`src/rtl/cla_pipe_addsub.sv`:
```
// Pipelined carry-lookahead adder/subtractor: operands are cut into STAGES slices,
// one slice added per cycle, carry registered between slices, global-stall handshake.
module cla_pipe_addsub #(
    parameter int WIDTH  = 16,
    parameter int BLK    = 4,
    parameter int STAGES = 2
) (
    input  logic             clk,
    input  logic             rst,
    input  logic             in_valid,
    output logic             in_ready,
    input  logic [WIDTH-1:0] a,
    input  logic [WIDTH-1:0] b,
    input  logic             cin,
    input  logic             sub,
    output logic             out_valid,
    input  logic             out_ready,
    output logic [WIDTH-1:0] sum,
    output logic             cout,
    output logic             ovf,
    output logic             zero
);
    localparam int SW   = WIDTH / STAGES;
    localparam int NGRP = SW / BLK;

    logic adv;

    assign adv      = !out_valid || out_ready;
    assign in_ready = adv;

    // Group carries come from BLK-wide generate/propagate; bits inside a group
    // only need the group carry-in to form their sums.
    function automatic logic [SW:0] slice_add(
        input logic [SW-1:0] x,
        input logic [SW-1:0] y,
        input logic          ci
    );
        logic [SW-1:0] p;
        logic [SW-1:0] g;
        logic [SW-1:0] s;
        logic          c_grp;
        logic          c_bit;
        logic          grp_g;
        logic          grp_p;
        p     = x ^ y;
        g     = x & y;
        s     = '0;
        c_grp = ci;
        for (int j = 0; j < NGRP; j++) begin
            grp_g = 1'b0;
            grp_p = 1'b1;
            for (int i = 0; i < BLK; i++) begin
                grp_g = g[j*BLK+i] | (p[j*BLK+i] & grp_g);
                grp_p = grp_p & p[j*BLK+i];
            end
            c_bit = c_grp;
            for (int i = 0; i < BLK; i++) begin
                s[j*BLK+i] = p[j*BLK+i] ^ c_bit;
                c_bit      = g[j*BLK+i] | (p[j*BLK+i] & c_bit);
            end
            c_grp = grp_g | (grp_p & c_grp);
        end
        return {c_grp, s};
    endfunction

    genvar gi;
    generate
        for (gi = 0; gi < STAGES; gi++) begin : stg
            // Operand bits still to be added (this slice and above) and the
            // sum bits already finished (this slice and below).
            logic [WIDTH-gi*SW-1:0] a_cur;
            logic [WIDTH-gi*SW-1:0] bp_cur;
            logic                   c_cur;
            logic                   v_cur;
            logic [SW-1:0]          s_slice;
            logic                   c_slice;
            logic [(gi+1)*SW-1:0]   sum_acc;

            if (gi == 0) begin : g_src
                assign a_cur   = a;
                assign bp_cur  = sub ? ~b : b;
                assign c_cur   = sub ? 1'b1 : cin;
                assign v_cur   = in_valid;
                assign sum_acc = s_slice;
            end else begin : g_src
                assign a_cur   = stg[gi-1].g_reg.a_reg;
                assign bp_cur  = stg[gi-1].g_reg.bp_reg;
                assign c_cur   = stg[gi-1].g_reg.c_reg;
                assign v_cur   = stg[gi-1].g_reg.v_reg;
                assign sum_acc = {s_slice, stg[gi-1].g_reg.s_reg};
            end

            assign {c_slice, s_slice} = slice_add(a_cur[SW-1:0], bp_cur[SW-1:0], c_cur);

            if (gi < STAGES - 1) begin : g_reg
                logic                       v_reg;
                logic                       c_reg;
                logic [WIDTH-(gi+1)*SW-1:0] a_reg;
                logic [WIDTH-(gi+1)*SW-1:0] bp_reg;
                logic [(gi+1)*SW-1:0]       s_reg;

                always_ff @(posedge clk or posedge rst) begin
                    if (rst) begin
                        v_reg  <= 1'b0;
                        c_reg  <= 1'b0;
                        a_reg  <= '0;
                        bp_reg <= '0;
                        s_reg  <= '0;
                    end else if (adv) begin
                        v_reg  <= v_cur;
                        c_reg  <= c_slice;
                        a_reg  <= a_cur[WIDTH-gi*SW-1:SW];
                        bp_reg <= bp_cur[WIDTH-gi*SW-1:SW];
                        s_reg  <= sum_acc;
                    end
                end
            end else begin : g_out
                // Carry into the MSB recovered from its sum bit: s = p ^ c.
                logic c_msb;
                assign c_msb = a_cur[SW-1] ^ bp_cur[SW-1] ^ s_slice[SW-1];

                always_ff @(posedge clk or posedge rst) begin
                    if (rst) begin
                        out_valid <= 1'b0;
                        sum       <= '0;
                        cout      <= 1'b0;
                        ovf       <= 1'b0;
                        zero      <= 1'b0;
                    end else if (adv) begin
                        out_valid <= v_cur;
                        sum       <= sum_acc;
                        cout      <= c_slice;
                        ovf       <= c_slice ^ c_msb;
                        zero      <= (sum_acc == '0);
                    end
                end
            end
        end
    endgenerate

endmodule

```
`config.mk`:
```
export PLATFORM = sky130hd
export DESIGN_NAME = cla_pipe_addsub
export DESIGN_NICKNAME = d
export VERILOG_FILES = /design/src/rtl/cla_pipe_addsub.sv
export SDC_FILE = /design/constraint.sdc
export NUM_CORES = 1
export LEC_CHECK = 0
export CAP_MARGIN = 20
export CORE_MARGIN = 2
export CORE_UTILIZATION = 50
export CTS_BUF_LIST = sky130_fd_sc_hd__clkbuf_16
export CTS_CLUSTER_DIAMETER = 80
export DETAILED_ROUTE_END_ITERATION = 8
export PLACE_DENSITY = 0.8
export SLEW_MARGIN = 20
export SYNTH_ARGS = -nofsm -noshare
export SYNTH_HDL_FRONTEND = slang
export SYNTH_SLANG_ARGS = --single-unit
export TNS_END_PERCENT = 20
```
`constraint.sdc`:
```
create_clock -name clk -period 3.66 [get_ports clk]
set_input_delay 0.366 -clock clk [delete_from_list [all_inputs] [get_ports clk]]
set_output_delay 0.366 -clock clk [all_outputs]
set_load 0.03 [all_outputs]
```
Word-level counts from Yosys, hierarchy flattened
Cells that the tools add are included.
Word-level totals
  bits in registers: 46
Cells by class
  multiplexer cells: 2
  reductions and logical operators: 3
  bitwise logic cells: 92
Operators by type and width (number)
  1-bit bitwise AND: 40
  1-bit bitwise OR: 28
  1-bit XOR: 19
  8-bit bitwise AND: 2
  16-bit zero test: 1
  16-bit 2-to-1 mux: 1
  16-bit NOT: 1
  8-bit XOR: 2
  1-bit zero test: 1
  1-bit logical OR: 1
  1-bit 2-to-1 mux: 1

Depth between registers and ports, before layout
  word-level depth: 17
  depth in mapped cells: 12
  mapped depth without buffers: 10

Worst setup path before layout
OpenSTA, ideal clock, no wires.
  kind: input port to flip-flop
  start: input sub
  end: register stg[0].g_reg.s_reg[7]
  data required time: 3.506 ns
  arrival: 2.813 ns
  stages on the path: 12
  path slack: 0.693 ns
  path through: buf_2 > buf_4 > xor2_1 > ha_1 > o211ai_1 > a21oi_1 > nor2_1 > fa_1 > fa_1 > fa_1 > xor2_1 > a21oi_1
On the way
  longest elaborated chain between the ends: 16
  elaborated cells on any way between the ends: 22
RTL lines
  from (decl): RTL line 15  | input logic sub,
  16-bit 2-to-1 mux: RTL line 81  | assign bp_cur = sub ? ~b : b;
  8-bit XOR or 8-bit bitwise AND (tied branches): RTL line 45, 46
  1-bit bitwise AND: RTL line 53  | grp_g = g[j*BLK+i] | (p[j*BLK+i] & grp_g);
  1-bit bitwise OR: RTL line 53
  1-bit bitwise AND: RTL line 53
  1-bit bitwise OR: RTL line 53
  1-bit bitwise AND: RTL line 53
  1-bit bitwise OR: RTL line 53
  1-bit bitwise OR: RTL line 61  | c_grp = grp_g | (grp_p & c_grp);
  1-bit bitwise AND: RTL line 59  | c_bit = g[j*BLK+i] | (p[j*BLK+i] & c_bit);
  1-bit bitwise OR: RTL line 59
  1-bit bitwise AND: RTL line 59
  1-bit bitwise OR: RTL line 59
  1-bit bitwise AND: RTL line 59
  1-bit bitwise OR: RTL line 59
  1-bit XOR (*): RTL line 58  | s[j*BLK+i] = p[j*BLK+i] ^ c_bit;
  to (signal assigned): RTL line 114  | s_reg <= sum_acc;
  to (decl): RTL line 100  | logic [(gi+1)*SW-1:0] s_reg;
Every way passes the cells marked *; elsewhere a longest branch is shown, timed or not.
A chain may end at the register's enable or synchronous reset.

Worst setup path in the final report
  start: register stg[0].g_reg.a_reg[2]
  end: register ovf
On the way
  longest elaborated chain between the ends: 15
  elaborated cells on any way between the ends: 21
RTL lines
  from (decl): RTL line 98  | logic [WIDTH-(gi+1)*SW-1:0] a_reg;
  from (signal assigned): RTL line 112  | a_reg <= a_cur[WIDTH-gi*SW-1:SW];
  8-bit XOR: RTL line 45  | p = x ^ y;
  1-bit bitwise AND: RTL line 53
  1-bit bitwise OR: RTL line 53
  1-bit bitwise AND: RTL line 53
  1-bit bitwise OR: RTL line 53
  1-bit bitwise OR (*): RTL line 61
  1-bit bitwise AND: RTL line 59
  1-bit bitwise OR: RTL line 59
  1-bit bitwise AND: RTL line 59
  1-bit bitwise OR: RTL line 59
  1-bit bitwise AND: RTL line 59
  1-bit bitwise OR: RTL line 59
  1-bit XOR: RTL line 58
  1-bit XOR: RTL line 120  | assign c_msb = a_cur[SW-1] ^ bp_cur[SW-1] ^ s_slice[SW-1];
  1-bit XOR (*): RTL line 133  | ovf <= c_slice ^ c_msb;
  to (signal assigned): RTL line 133
  to (decl): RTL line 20  | output logic ovf,
Marks and branches as above.

==> flow_metrics.env <==
export IMPL_p_int_mw=1.26
export IMPL_grt_max_degree=55
export IMPL_ir_drop_mv=0.279
export IMPL_yosys_area_share_simple=0.173
export IMPL_die_h_microns=75.7
export IMPL_setup_tns_ns=0
export IMPL_endpoint_kind="flop"
export IMPL_worstPathRequired_ns=3.86
export IMPL_worst_setup_path_type="reg -> reg"
export IMPL_synthMuxAreaShare=0.00439
export IMPL_hold_violations=0
export IMPL_fin_crit_sh=0.877
export IMPL_dieArea_sq_um=5720
export IMPL_drc=0
export IMPL_place_congestion=0.776
export IMPL_p_per_area_nw_per_um2=599
export IMPL_synth_warnings=0
export IMPL_cts_resized=0
export IMPL_p_switching_mw=0.742
export IMPL_final_cell_mix="nand2_1 (77), clkdlybuf4s50_1 (58), dfrtp_1 (46), a21oi_1 (20)"
export IMPL_pwr_share_comb=0.414
export IMPL_final_common_cell="nand2_1"
export IMPL_port_buffers=58
export IMPL_seq_area_frac_synth=0.448
export IMPL_postCtsSetupRepairBufs=0
export IMPL_antenna_found_initial=0
export IMPL_grt_total_usage=0.211
export IMPL_power_mw=2.00
export IMPL_syn_nets=339
export IMPL_rows=26
export IMPL_slew_violations=0
export IMPL_period_minus_slack_ns=3.21
export IMPL_ant_nets=0
export IMPL_start_util=0.509
export IMPL_r2r_cells=9
export IMPL_netlist_area_sq_um=2570
export IMPL_synth_compound_gate_area_share=0.0814
export IMPL_ioPinCount=59
export IMPL_path_clk_slew_ns=0.06
export IMPL_chipWidth_microns=75.7
export IMPL_cp_max_fo=4
export IMPL_wirelength_microns=5400
export IMPL_grt_pass1_vias=2010
export IMPL_synth_seq_cells=46
export IMPL_wl_per_cell_microns=13.5
export IMPL_nets=395
export IMPL_syn_to_final_growth_pct=29.8
export IMPL_seq_power_share=0.376
export IMPL_setup_viol=0
export IMPL_sw_frac_of_total=0.371
export IMPL_avgSynthCellArea_sq_um=9.40
export IMPL_leakagePower_nw=1.56
export IMPL_core_area_sq_um=5040
export IMPL_vias=2017
export IMPL_synth_top_family_by_area="simple AND/OR/NAND/NOR gates"
export IMPL_grt_overflow_total=0
export IMPL_whs_ns=0.464
export IMPL_clk_insertion_delay_late_ns=0.28
export IMPL_diodes=0
export IMPL_hold_depth=2
export IMPL_maxCapViolCount=0
export IMPL_cts_tree="built"
export IMPL_min_path_type="reg -> reg"
export IMPL_slew_headroom=0.375
export IMPL_grt_pass1_wl_microns=9030
export IMPL_maxClockFrequency_ghz=0.312
export IMPL_drtPass1Iterations=4
export IMPL_synth_xor_area_share=0.0682
export IMPL_drtIter0Drc=120
export IMPL_synthDistinctLibCells=31
export IMPL_drive_gt1_frac=0.0486
export IMPL_outcome="finished clean"
export IMPL_clock_sinks=46
export IMPL_hpwl_microns=4080
export IMPL_rsz0062_at_grt="no"
export IMPL_cts_root_buf="clkbuf_16"
export IMPL_largest_register_ff_count=16
export IMPL_regMostFlops="sum"
export IMPL_cp_start_kind="flop"
export IMPL_tightest_slew_ns=0.936
export IMPL_ctsHtreeMaxLevel=2
export IMPL_arrival_ns=3.41
export IMPL_synth_fa_ha_area_frac=0.172
export IMPL_clk_path_buf_depth=2
export IMPL_postSynthCellCount=273
export IMPL_hold_buffers=0
export IMPL_cts_buffers=5
export IMPL_fin_skew_ns=0.00529
export IMPL_power_frac_clock=0.210
export IMPL_viasPerCell=5.06
## power groups by stage
| stage | clock (mW) | combinational, mW | sequential (mW) |
|---|---|---|---|
| finish | 0.420 | 0.827 | 0.750 |
| global route | 0.446 | 0.910 | 0.769 |
| CTS | 0.423 | 0.831 | 0.753 |
| detailed placement | 0 | 0.824 | 0.760 |
| global placement | 0 | 0.796 | 0.756 |
| floorplan | 0 | 0.346 | 0.907 |
## stage by stage
stage	worst slack (ns)	std cells	cell area [sq um]	util
CTS	0.466	399	3330	0.661
floorplan	0.693	273	2570	-
global placement	0.330	392	3200	0.634
detailed placement	0.248	392	3200	0.634
global route	0.277	399	3330	0.661
finish	0.450	399	3330	0.661
## kinds of logic after synthesis
logic type | Yosys count
adders and majority gates | 28
DFF | 46
muxes | 1
xor gates and xnor gates | 20
buffers and inverters | 32
AOI/OAI and AO/OA | 38
and+or+nand+nor | 108
## cell type report
cell class / count / area [sq um]
fill: 433 / 1710
multi-input combinational: 195 / 1280
timing repair buffer: 61 / 603
sequential: 46 / 1150
clock inverter: 2 / 10.0
clock buffer: 5 / 125
inverter: 20 / 77.6
tap: 70 / 87.6
## layer usage
| metal | vias up | wire length, microns | global-route usage |
|---|---|---|---|
| li1 | 990 | - | - |
| met1 | 962 | 2390 | 0.283 |
| met2 | 53 | 2670 | 0.342 |
| met3 | 12 | 221 | 0.0410 |
| met4 | 0 | 114 | 0.0780 |
| met5 | - | 0 | 0 |
## worst paths after layout
kind / to / from / slack [ns]
min: sum[3] / sum[3] / 0.46
max: ovf / stg[0].g_reg.a_reg[2] / 0.45
max in group asynchronous: sum[15] / rst / 2.46
max reg2reg: ovf / stg[0].g_reg.a_reg[2] / 0.45
min in group asynchronous: sum[5] / rst / 0.61
min reg2reg: sum[3] / sum[3] / 0.46
## worst max-delay path, stage by stage, from the launching register on
cell and delay [ns]:
dfrtp_1 0.43, ha_1 0.33, a21oi_1 0.17, o221ai_1 0.25
fa_1 0.46, fa_1 0.41, fa_1 0.46, and2_4 0.18
mux2_2 0.25, nor3_1 0.19
## cells in the mapped netlist
cell type	count	area, sq um
nor2_1	18	67.6
nor2b_2	1	8.76
and4_1	1	8.76
a2111oi_0	1	8.76
o21ai_0	11	55.1
ha_1	16	200
buf_2	6	30.0
fa_1	12	240
nor4_1	3	18.8
o211ai_1	1	7.51
a21o_1	1	7.51
mux2_2	1	11.3
nand3_1	2	10.0
nor4b_1	1	8.76
o221ai_1	1	8.76
and2_4	1	8.76
nand2b_1	1	6.26
a22oi_1	1	7.51
a21oi_1	20	100
inv_4	1	6.26
xnor2_1	9	78.8
clkbuf_1	4	15.0
a31o_2	1	8.76
dfrtp_1	46	1150
xor2_1	11	96.3
o21ai_1	1	5.00
nor3_1	2	10.0
nand2_1	77	289
inv_1	19	71.3
nand4_1	1	6.26
buf_4	2	15.0
No activity file was read; power rests on OpenSTA's default activity.
